$ cat config.mk
export PLATFORM = sky130hd
export DESIGN_NAME = regfile_dump
export DESIGN_NICKNAME = d
export VERILOG_FILES = /design/src/rtl/regfile_dump_pkg.sv /design/src/rtl/regfile_dump_idx_ctr.sv /design/src/rtl/regfile_dump.sv
export SDC_FILE = /design/constraint.sdc
export NUM_CORES = 1
export LEC_CHECK = 0
export CORE_MARGIN = 2
export CORE_UTILIZATION = 38
export DETAILED_ROUTE_END_ITERATION = 12
export GPL_ROUTABILITY_DRIVEN = 0
export PLACE_DENSITY = 0.77
export SETUP_SLACK_MARGIN = 0.1
export SLEW_MARGIN = 20
export SYNTH_ARGS = -nofsm -noshare
export SYNTH_HDL_FRONTEND = slang
export SYNTH_SLANG_ARGS = --single-unit
$ cat constraint.sdc
create_clock -name clk -period 1.65 [get_ports clk]
set_clock_uncertainty 0.1 [all_clocks]
set_input_delay 0.33 -clock clk [delete_from_list [all_inputs] [get_ports clk]]
set_output_delay 0.33 -clock clk [all_outputs]
set_load 0.01 [all_outputs]
$ cat src/rtl/regfile_dump_pkg.sv
// regfile_dump_pkg: shared constants and the state type for the register
// file dump reader.
//   NUM_REGS_DEF / DATA_W_DEF / ADDR_W_DEF : default geometry (32 x 64-bit, 5-bit index)
//   dump_state_t                            : IDLE, FETCH, PRESENT, DONE
package regfile_dump_pkg;

  localparam int NUM_REGS_DEF = 32;
  localparam int DATA_W_DEF   = 64;
  localparam int ADDR_W_DEF   = 5;

  typedef enum logic [1:0] {
    IDLE    = 2'd0,
    FETCH   = 2'd1,
    PRESENT = 2'd2,
    DONE    = 2'd3
  } dump_state_t;

endpackage

$ cat src/rtl/regfile_dump_idx_ctr.sv
// regfile_dump_idx_ctr: loadable index counter that wraps NUM_REGS-1 -> 0 and
// flags when it has reached the latched final index.
// Ports:
//   clk, reset (async, active-low)
//   load      : latch load_val as the current index and load_last as the final index
//   load_val  : first index of the range (reduced modulo NUM_REGS)
//   load_last : final index of the range (reduced modulo NUM_REGS)
//   inc       : advance the current index by one, wrapping
//   cur       : current index
//   is_last   : cur equals the latched final index
module regfile_dump_idx_ctr
  import regfile_dump_pkg::*;
#(
  parameter int NUM_REGS = NUM_REGS_DEF,
  parameter int ADDR_W   = ADDR_W_DEF
) (
  input  logic              clk,
  input  logic              reset,
  input  logic              load,
  input  logic [ADDR_W-1:0] load_val,
  input  logic [ADDR_W-1:0] load_last,
  input  logic              inc,
  output logic [ADDR_W-1:0] cur,
  output logic              is_last
);

  logic [ADDR_W-1:0] cur_q, cur_d;
  logic [ADDR_W-1:0] last_q, last_d;

  // Indices outside the file map back into it so the walk always terminates.
  function automatic logic [ADDR_W-1:0] reduce_idx(input logic [ADDR_W-1:0] v);
    reduce_idx = ADDR_W'(32'(v) % NUM_REGS);
  endfunction

  always_comb begin
    cur_d  = cur_q;
    last_d = last_q;
    if (load) begin
      cur_d  = reduce_idx(load_val);
      last_d = reduce_idx(load_last);
    end else if (inc) begin
      cur_d = (cur_q == ADDR_W'(NUM_REGS - 1)) ? '0 : cur_q + 1'b1;
    end
  end

  always_ff @(posedge clk or negedge reset) begin
    if (!reset) begin
      cur_q  <= '0;
      last_q <= '0;
    end else begin
      cur_q  <= cur_d;
      last_q <= last_d;
    end
  end

  assign cur     = cur_q;
  assign is_last = (cur_q == last_q);

endmodule

$ cat src/rtl/regfile_dump.sv
// regfile_dump: walks a programmed range of register indices, reads each one
// from the register file and streams (index, value) beats over valid/ready.
// Optional build macro: REGFILE_DUMP_SKIP_ZERO_EN -- registers reading as zero
// are skipped without producing a beat.
// Ports:
//   clk, reset (async, active-low)
//   start, first_reg, last_reg : dump request, range sampled only in IDLE
//   rd_addr / rd_data          : combinational read port of the register file
//   out_valid / out_ready      : beat handshake; out_addr / out_data carry the beat
//   busy                       : any state other than IDLE
//   done                       : one-cycle pulse after the final beat is taken
module regfile_dump
  import regfile_dump_pkg::*;
#(
  parameter int NUM_REGS = NUM_REGS_DEF,
  parameter int DATA_W   = DATA_W_DEF,
  parameter int ADDR_W   = ADDR_W_DEF
) (
  input  logic              clk,
  input  logic              reset,
  input  logic              start,
  input  logic [ADDR_W-1:0] first_reg,
  input  logic [ADDR_W-1:0] last_reg,
  output logic [ADDR_W-1:0] rd_addr,
  input  logic [DATA_W-1:0] rd_data,
  output logic              out_valid,
  input  logic              out_ready,
  output logic [ADDR_W-1:0] out_addr,
  output logic [DATA_W-1:0] out_data,
  output logic              busy,
  output logic              done
);

  dump_state_t       state_q, state_d;
  logic [ADDR_W-1:0] rd_addr_q, rd_addr_d;
  logic [ADDR_W-1:0] out_addr_q, out_addr_d;
  logic [DATA_W-1:0] out_data_q, out_data_d;
  logic [ADDR_W-1:0] cur;
  logic              is_last;
  logic              ctr_load, ctr_inc;
  logic              skip_zero;

  regfile_dump_idx_ctr #(
    .NUM_REGS (NUM_REGS),
    .ADDR_W   (ADDR_W)
  ) u_idx_ctr (
    .clk       (clk),
    .reset     (reset),
    .load      (ctr_load),
    .load_val  (first_reg),
    .load_last (last_reg),
    .inc       (ctr_inc),
    .cur       (cur),
    .is_last   (is_last)
  );

`ifdef REGFILE_DUMP_SKIP_ZERO_EN
  assign skip_zero = (rd_data == '0);
`else
  assign skip_zero = 1'b0;
`endif

  // State register
  always_ff @(posedge clk or negedge reset) begin
    if (!reset) begin
      state_q <= IDLE;
    end else begin
      state_q <= state_d;
    end
  end

  // Next-state and counter control
  always_comb begin
    state_d  = state_q;
    ctr_load = 1'b0;
    ctr_inc  = 1'b0;
    unique case (state_q)
      IDLE: begin
        if (start) begin
          ctr_load = 1'b1;
          state_d  = FETCH;
        end
      end
      FETCH: begin
        if (skip_zero) begin
          // Zero register: no beat, move straight on to the next index.
          if (is_last) state_d = DONE;
          else         ctr_inc = 1'b1;
        end else begin
          state_d = PRESENT;
        end
      end
      PRESENT: begin
        if (out_ready) begin
          if (is_last) begin
            state_d = DONE;
          end else begin
            ctr_inc = 1'b1;
            state_d = FETCH;
          end
        end
      end
      DONE:    state_d = IDLE;
      default: state_d = IDLE;
    endcase
  end

  // Outputs
  always_comb begin
    out_valid = (state_q == PRESENT);
    busy      = (state_q != IDLE);
    done      = (state_q == DONE);
  end

  // Read address follows cur only while fetching and otherwise keeps the
  // last address driven; the beat is captured on the fetch edge.
  always_comb begin
    rd_addr_d  = (state_q == FETCH) ? cur : rd_addr_q;
    out_addr_d = out_addr_q;
    out_data_d = out_data_q;
    if (state_q == FETCH && !skip_zero) begin
      out_addr_d = cur;
      out_data_d = rd_data;
    end
  end

  always_ff @(posedge clk or negedge reset) begin
    if (!reset) begin
      rd_addr_q  <= '0;
      out_addr_q <= '0;
      out_data_q <= '0;
    end else begin
      rd_addr_q  <= rd_addr_d;
      out_addr_q <= out_addr_d;
      out_data_q <= out_data_d;
    end
  end

  assign rd_addr  = rd_addr_d;
  assign out_addr = out_addr_q;
  assign out_data = out_data_q;

endmodule

After elaboration in Yosys (flattened, before gate mapping)
Index checks and enable logic that the tools add are counted.

Register bits after elaboration: 86. Logic and storage cells: 31. Input port bits: 78.

Mux-type cells: 13. Equality and inequality tests: 7. $add $sub $neg: 1. Reduce and logical (&&, ||, !) cells: 4.

Operators with widths (number): two-way mux 5 bit (4); one-hot mux 2 bit (4 select lines) (1); two-way mux 2 bit (3); adder 5 x 1 -> 5 bit, second input constant (1); == test 5 bit (1); == test 5 bit, second input constant (1); two-way mux 1 bit (5); == test 2 bit, second input constant (2); nonzero test 2 bit (2); == test 2 x 1 -> 1 bit, second input constant (1); zero test 2 bit (1); inequality test 2 x 1 -> 1 bit, second input constant (1); inequality test 2 bit, second input constant (1); AND reduction 2 bit (1).

Depth between registers and ports, before layout
Gate-level depths: netlist (run 1).

Depth after elaboration: 6. Depth in mapped cells: 7.

Modules after synthesis
A second synthesis (run 1) with hierarchy kept.

Cell total of the unflattened synthesis: 218. Area, all modules: 3657.3 um2.

By module, submodules not included: regfile_dump (area an instance 3129.3 um2, cells each 169, seq. area each 1901.8 um2, times used 1); regfile_dump_idx_ctr (area an instance 528.0 um2, cells each 49, seq. area each 250.2 um2, times used 1).

Worst setup path before layout (run 1)
Ideal clock, no wire load.

Path type: register to register. Start point: register u_idx_ctr.cur_q[0] (netlist: u_idx_ctr.cur[0]). End point: register u_idx_ctr.cur_q[4] (netlist: u_idx_ctr.cur[4]). Period minus slack after synthesis: 1.770 ns. Data required time: 1.425 ns. Cell stages (with the launch flop): 6. Path slack: -0.120 ns. Buffers on the path: 0. Arrival: 1.545 ns. Path through: dfrtp_1 -> ha_1 -> and3_1 -> ha_1 -> mux2_2 -> mux2_4.

Longest elaborated chain between the ends: 5.

RTL lines: start, declared (RTL line regfile_dump_idx_ctr.sv:27) `logic [ADDR_W-1:0] cur_q, cur_d;`; start signal, assigned (RTL line regfile_dump_idx_ctr.sv:51) `cur_q <= cur_d;`; parallel branches: the longest is 5 deep, another holds adder 5 x 1 -> 5 bit.

Parallel ways; which one is timed is not known. The select of a mux whose other input is x is not followed. A chain may end at the register's enable or synchronous reset.

Final worst setup path (run 1)
Start point: register state_q[0]. End point: output port rd_addr[3].

Longest elaborated chain between the ends: 2.

RTL lines: start, declared (RTL line regfile_dump.sv:34) `dump_state_t state_q, state_d;`; start signal, assigned (RTL line regfile_dump.sv:68) `state_q <= state_d;`; == test 2 x 1 -> 1 bit (RTL line regfile_dump.sv:118) `rd_addr_d = (state_q == FETCH) ? cur : rd_addr_q;`; two-way mux 5 bit (RTL line regfile_dump.sv:118); end, declared (RTL line regfile_dump.sv:24) `output logic [ADDR_W-1:0] rd_addr,`.

Every way passes these cells.

==> results of run 1 <==
worst max-delay path: cells and delay by family (launching register included):
kind	cells	cell delay [ns]
buffers and inverters	2	0.26
AND/OR/NAND/NOR	3	0.38
flip-flops	1	0.43
layout make-up:
cell class                      instances  area, um2
Clock buffer                           10        138
Clock inverter                          6       93.8
Fill cell                             758       3000
Inverter                                3       11.3
Multi-Input combinational cell        262       1370
Sequential cell                        86       2160
Tap cell                              108        135
Timing Repair Buffer                  195       1860
cells in the mapped netlist, types with 2 or more instances:
master	count
xor2_1	2
o41ai_1	2
buf_2	2
ha_1	2
xnor2_1	3
nand3_1	4
a22o_1	2
clkbuf_1	12
mux2_2	7
dfrtp_1	86
inv_1	3
o211ai_1	2
nand2_1	220
buf_1	3
mux2_4	3
power by group through the flow:
| stage | clock [W] | combinational (W) | sequential [W] |
|---|---|---|---|
| 6_report | 0.00167 | 0.00529 | 0.00376 |
| 5_1_grt | 0.00181 | 0.00577 | 0.00390 |
| 4_1_cts | 0.00172 | 0.00490 | 0.00373 |
| 3_5_place_dp | 0 | 0.00521 | 0.00378 |
| 3_3_place_gp | 0 | 0.00506 | 0.00373 |
| 2_1_floorplan | 0 | 0.00195 | 0.00412 |
registers in the layout, indices dropped and copies added, names as in the netlist:
register / flops
out_addr: 5
rd_addr_q: 5
u_idx_ctr.cur: 5
u_idx_ctr.last_q: 5
state_q: 2
out_data: 64
per-layer routing:
layer / global-route usage [%] / up-vias / wire length, um
met1: 23.2 / 1482 / 4010
met4: 8.32 / 0 / 175
met2: 33.4 / 131 / 4940
met3: 4.99 / 15 / 702
li1: - / 1516 / -
met5: 0 / - / 0
kinds of logic after synthesis:
family	Yosys count	synth area share, %
AND/OR/NAND/NOR	234	26.8
flip-flops	86	62.5
buffers and inverters	20	2.25
multiplexers	11	3.89
AO/OA/AOI/OAI	10	2.51
XOR/XNOR	5	1.27
adder cells (fa/ha/maj)	2	0.727
what timing repair did:
item,CTS,global route
pin swaps,6,7
resized for setup,123,34
hold endpoints to repair,86,0
setup endpoints to repair,87,85
hold buffers,1,0
setup buffers,12,5
cloned,0,1
stage by stage:
step | std cells | hold WS [ns] | setup slack [ns] | total power (W)
2_1_floorplan | 368 | -0.0656 | -0.0575 | 0.00607
3_3_place_gp | 635 | 0.221 | -0.424 | 0.00878
3_5_place_dp | 635 | 0.229 | -0.458 | 0.00899
4_1_cts | 664 | 0.379 | -0.202 | 0.0103
5_1_grt | 670 | 0.385 | -0.256 | 0.0115
6_report | 670 | 0.374 | -0.195 | 0.0107
worst max path at each step:
stage	from	to	slack [ns]	cells past startpoint
after floorplan	u_idx_ctr.cur[0]	u_idx_ctr.cur[0]	-0.06	4
after global placement	start	u_idx_ctr.cur[1]	-0.42	5
after detailed placement	start	u_idx_ctr.cur[1]	-0.46	5
after CTS	state_q[0]	rd_addr[0]	-0.20	4
after global routing	state_q[0]	rd_addr[3]	-0.26	5
final	state_q[0]	rd_addr[3]	-0.19	5
==> run metrics, run 1 <==
status finished with violations; failing checks negative setup slack; worst-path maximum fanout 4; fmax 542 MHz; clock latency on the worst-skew pair 0.34 ns; slowest cell on the critical path dfrtp_1; GRT overflow 0; power per cell area 1860 mW/mm2; DRC 0; Top Ports 155; WP data required 1.22 ns; Synth Area per Inst 9.35 um2; R2R cell count 4; warnings from Yosys 0; clk slew on worst S/H paths 0.09 ns; Fin Setup TNS -1.53 ns; r2r startpoint u_idx_ctr.cur[0]; PortBufs 154; Vias 3144; pin count of the biggest net entering global routing 51; hold crit path type register to register; crit path cell chain and2b_2 -> buf_6 -> nand2_4 -> nand2_4 -> buf_6; H-tree Lvls 3; top-area cell type share of the netlist area 62.5%; Initial DRC Count 98; Worst Path Arrival 1.41 ns; post-DR vias/cell 4.69; Least-Margin Pin Slew 0.316 ns; Initial Util 39.3%; Net Sw Frac 37.1%; Slew Limit Fails 0; Worst VDD drop 938 uV; Die Wd 99.2 um; antenna violations before repair 0; Crit Reg-Reg Endpoint u_idx_ctr.cur[4]; GRT Overall Usage 19.5%; first-pass GRT wire length 15300 um; post-DP HPWL 6680 um; clock sink count 86; synth unique cells 30; Layout Utilization 65.8%; largest cells by area after synthesis dfrtp_1 (63%), nand2_1 (24%), mux2_2 (2.3%); share of layout cells above drive strength 1 18.3%; hold path endpoint out_data[45]; most frequent cells in the layout nand2_1 (211), dfrtp_1 (82), clkdlybuf4s50_1 (76); Primary FF master, synth dfrtp_1; Hold Fails Final Rpt 0; worst rel slew slack 78.8%; Internal Power 0.00675 W; most common cell after layout, fill and taps aside nand2_1; Final Critical Period 1.84 ns; Root Buffer Master clkbuf_8; Startpoint Class register; Switch Pwr 0.00398 W; final wirelength 9820 um; RSZ-0062 raised after global routing true; sequential share of power 35.1%; Mapped Nets 448; Area Overhead vs Synth 67.5%; EDFF count, synth 0; # diodes 0; post-synthesis sequential area ratio 62.5%; Leak 3.04 nW; Core Area 0.00876 mm2; Post-Syn Area 0.00344 mm2; min-delay src out_data[45]; total CTS buffers 9; R2R Setup Slk -0.10 ns; placement-stage cell area 0.00527 mm2; wire per inst 14.7 um; TritonCTS clock tree done; fin worst setup slack -0.195 ns; critical path type register to output port; Yosys top cell by area dfrtp_1; layout net count 637; CTS Buffer Depth 2; Comb power frac 49.4%; CP peak stage delay 0.43 ns; row count 34; Finish-stage setup viols 17; DRT Pass-1 Iters 5; Seq cells post-synth 86; Synth async-reset ratio 100%; Die H 99.2 um; clock share of power 15.6%; synthesized instance count 368; Max Cap Viol 0; DIE AREA 0.00983 mm2; worst hold stages 2; Final ANT Viol Nets 0; Tcrit/Tclk final 112%; Final Instance Area 0.00576 mm2; CP Capture Type output port; vias in the first global route 3219
Power figures use the tool's default switching activity.
==> run 2, diff against run 1 <==
--- a/config.mk
+++ b/config.mk
@@ -5,11 +5,13 @@
 export SDC_FILE = /design/constraint.sdc
 export NUM_CORES = 1
 export LEC_CHECK = 0
+export CELL_PAD_IN_SITES_DETAIL_PLACEMENT = 1
+export CELL_PAD_IN_SITES_GLOBAL_PLACEMENT = 1
 export CORE_MARGIN = 2
-export CORE_UTILIZATION = 38
+export CORE_UTILIZATION = 27
 export DETAILED_ROUTE_END_ITERATION = 12
 export GPL_ROUTABILITY_DRIVEN = 0
-export PLACE_DENSITY = 0.77
+export PLACE_DENSITY_LB_ADDON = 0.1
 export SETUP_SLACK_MARGIN = 0.1
 export SLEW_MARGIN = 20
 export SYNTH_ARGS = -nofsm -noshare
==> run 2 against run 1 <==
  * The run still ends with negative setup slack left
  * Cell count increased by 11%
  * Global-route usage shrank 3.2 points
  * Combinational power increased by 3%
  * First-iteration DRC count fell by 18%
  * Flip-flop and latch count stayed put
  * Maximum frequency is 2.6% higher
  * Die area rose by 39%
  * Via count is 0.48% lower
  * Hold slack worse by 0.0048 ns
  * Largest cell class unchanged
  * Largest power group unchanged
==> run metrics, run 2 (synthesis gave the netlist of run 1 again) <==
status finished with violations (unchanged); failing checks negative setup slack (unchanged); TritonCTS clock tree done (unchanged); clk slew on worst S/H paths 0.06 ns (was 0.09 ns); CP Capture Type output port (unchanged); Worst VDD drop 861 uV (was 938 uV); Worst Path Arrival 1.37 ns (was 1.41 ns); Layout Utilization 47.6% (was 65.8%); clock sink count 86 (unchanged); Leak 3.07 nW (was 3.04 nW); Least-Margin Pin Slew 0.294 ns (was 0.316 ns); row count 41 (was 34); antenna violations before repair 0 (unchanged); critical path type register to output port (unchanged); clock latency on the worst-skew pair 0.34 ns (about the same); Root Buffer Master clkbuf_16 (was clkbuf_8); Die Wd 117 um (was 99.2 um); fmax 556 MHz (was 542 MHz); Finish-stage setup viols 17 (unchanged); fin worst setup slack -0.148 ns (was -0.195 ns); # diodes 0 (unchanged); share of layout cells above drive strength 1 20.4% (was 18.3%); Vias 3129 (was 3144); Top Ports 155 (unchanged); routed wl met2 5280 um (was 4940 um); Hold Fails Final Rpt 0 (unchanged); Final ANT Viol Nets 0 (unchanged); vias in the first global route 3409 (was 3219); total CTS buffers 9 (unchanged); Slew Limit Fails 0 (unchanged); GRT overflow 0 (unchanged); H-tree Lvls 3 (unchanged); Final Critical Period 1.80 ns (was 1.84 ns); WL met3 723 um (was 702 um); most common cell after layout, fill and taps aside nand2_1 (unchanged); post-DR vias/cell 4.22 (was 4.69); post-DP HPWL 7390 um (was 6680 um); worst rel slew slack 80.4% (was 78.8%); power per cell area 1910 mW/mm2 (was 1860 mW/mm2); DRT Pass-1 Iters 4 (was 5); RSZ-0062 raised after global routing true (unchanged); Initial DRC Count 80 (was 98); final hold slack 0.369 ns (was 0.374 ns); Area Overhead vs Synth 73.1% (was 67.5%); CTS Buffer Depth 2 (unchanged); post-route met1 wirelength 4640 um (was 4010 um); hold crit path type register to register (unchanged); worst-path maximum fanout 3 (was 4); DIE AREA 0.0137 mm2 (was 0.00983 mm2); DRC 0 (unchanged); Startpoint Class register (unchanged); FILL cells 1475 (was 758); wire per inst 14.5 um (was 14.7 um); max reg flops 64 (unchanged); first-pass GRT wire length 16900 um (was 15300 um); final wirelength 10800 um (was 9820 um); pin count of the biggest net entering global routing 53 (was 51); PortBufs 154 (unchanged); GRT Overall Usage 16.2% (was 19.5%); DR top layer met4 (unchanged); WP data required 1.22 ns (about the same); Die H 117 um (was 99.2 um); Initial Util 27.5% (was 39.3%); Tcrit/Tclk final 109% (was 112%); layout net count 645 (was 637); Max Cap Viol 0 (unchanged); most frequent cells in the layout nand2_1 (209), dfrtp_1 (82), clkdlybuf4s50_1 (76) (was nand2_1 (211), dfrtp_1 (82), clkdlybuf4s50_1 (76)); Core Area 0.0125 mm2 (was 0.00876 mm2)
==> run 2: cell count changes in the layout (fill, tap and decap cells not counted), moves of 7 or more <==
cell	delta
buf_4	+14
mux2_2	+7
clkbuf_16	+8
mux2_4	-7
clkbuf_8	-9
nand2_2	+8
==> run 2: path summary, 6_finish.rpt <==
| path | startpoint | endpoint | slack, ns | cells after the start |
|---|---|---|---|---|
| worst min register to register | out_data[43] | out_data[43] | 0.37 | 2 |
| worst max register to register | state_q[0] | u_idx_ctr.cur[1] | -0.14 | 5 |
| max in group asynchronous | reset | out_data[44] | 0.76 | 3 |
| min in group asynchronous | reset | out_data[5] | 0.40 | 3 |
| worst max-delay path | state_q[0] | busy | -0.15 | 4 |
| worst min-delay path | out_data[43] | out_data[43] | 0.37 | 2 |
==> run 2: where the power goes <==
part           switching (W)  total [W]  internal (W)
logic                0.00264    0.00544       0.00280
clock network       0.000825    0.00219       0.00136
registers           0.000607    0.00376       0.00315
==> run 2: through the flow <==
step                worst slack (ns)  total power, W  TNS (ns)  area, um2  instances
global placement              -0.424         0.00903     -4.35       5390        704
global route                  -0.205          0.0123     -2.60       5960        742
CTS                           -0.150          0.0115     -1.47       5910        741
detailed placement            -0.438         0.00921     -4.84       5390        704
floorplan                    -0.0575         0.00607    -0.172       3470        368
finish                        -0.148          0.0114     -1.73       5960        742
==> run 2: layout make-up <==
cell class	count	area, um2	share of cell area, %
Multi-Input combinational cell	262	1340	22.5
Clock inverter	6	85.1	1.43
Clock buffer	10	239	4.01
Inverter	3	11.3	0.189
Sequential cell	86	2160	36.2
Tap cell	172	215	3.61
Timing Repair Buffer	203	1910	32.0
==> run 2: timing repair <==
action / 4_1_cts / 5_1_grt
gates resized for setup: 140 / 8
hold buffers: 1 / 0
setup endpoints to repair: 88 / 67
buffers inserted: 19 / 2
endpoints found under the hold margin: 86 / 0
pin swaps: 7 / 4
cloned: 1 / 0
==> run 2: worst max-delay path: stages (launching register included) <==
cell	delay (ns)
dfrtp_1	0.42
buf_4	0.15
buf_6	0.10
or2_4	0.24
buf_6	0.12
==> run 2: per-layer routing <==
layer | global-route usage [%] | up-vias
li1 | - | 1534
met1 | 19.6 | 1495
met2 | 27.9 | 91
met3 | 5.15 | 9
met4 | 4.71 | 0
met5 | 0 | -
==> run 3, diff against run 2 <==
--- a/config.mk
+++ b/config.mk
@@ -17,3 +17,4 @@
 export SYNTH_ARGS = -nofsm -noshare
 export SYNTH_HDL_FRONTEND = slang
 export SYNTH_SLANG_ARGS = --single-unit
+export TNS_END_PERCENT = 100
==> results of run 3 <==
No change in the layout: final DEF, timing and power equal those of run 2.
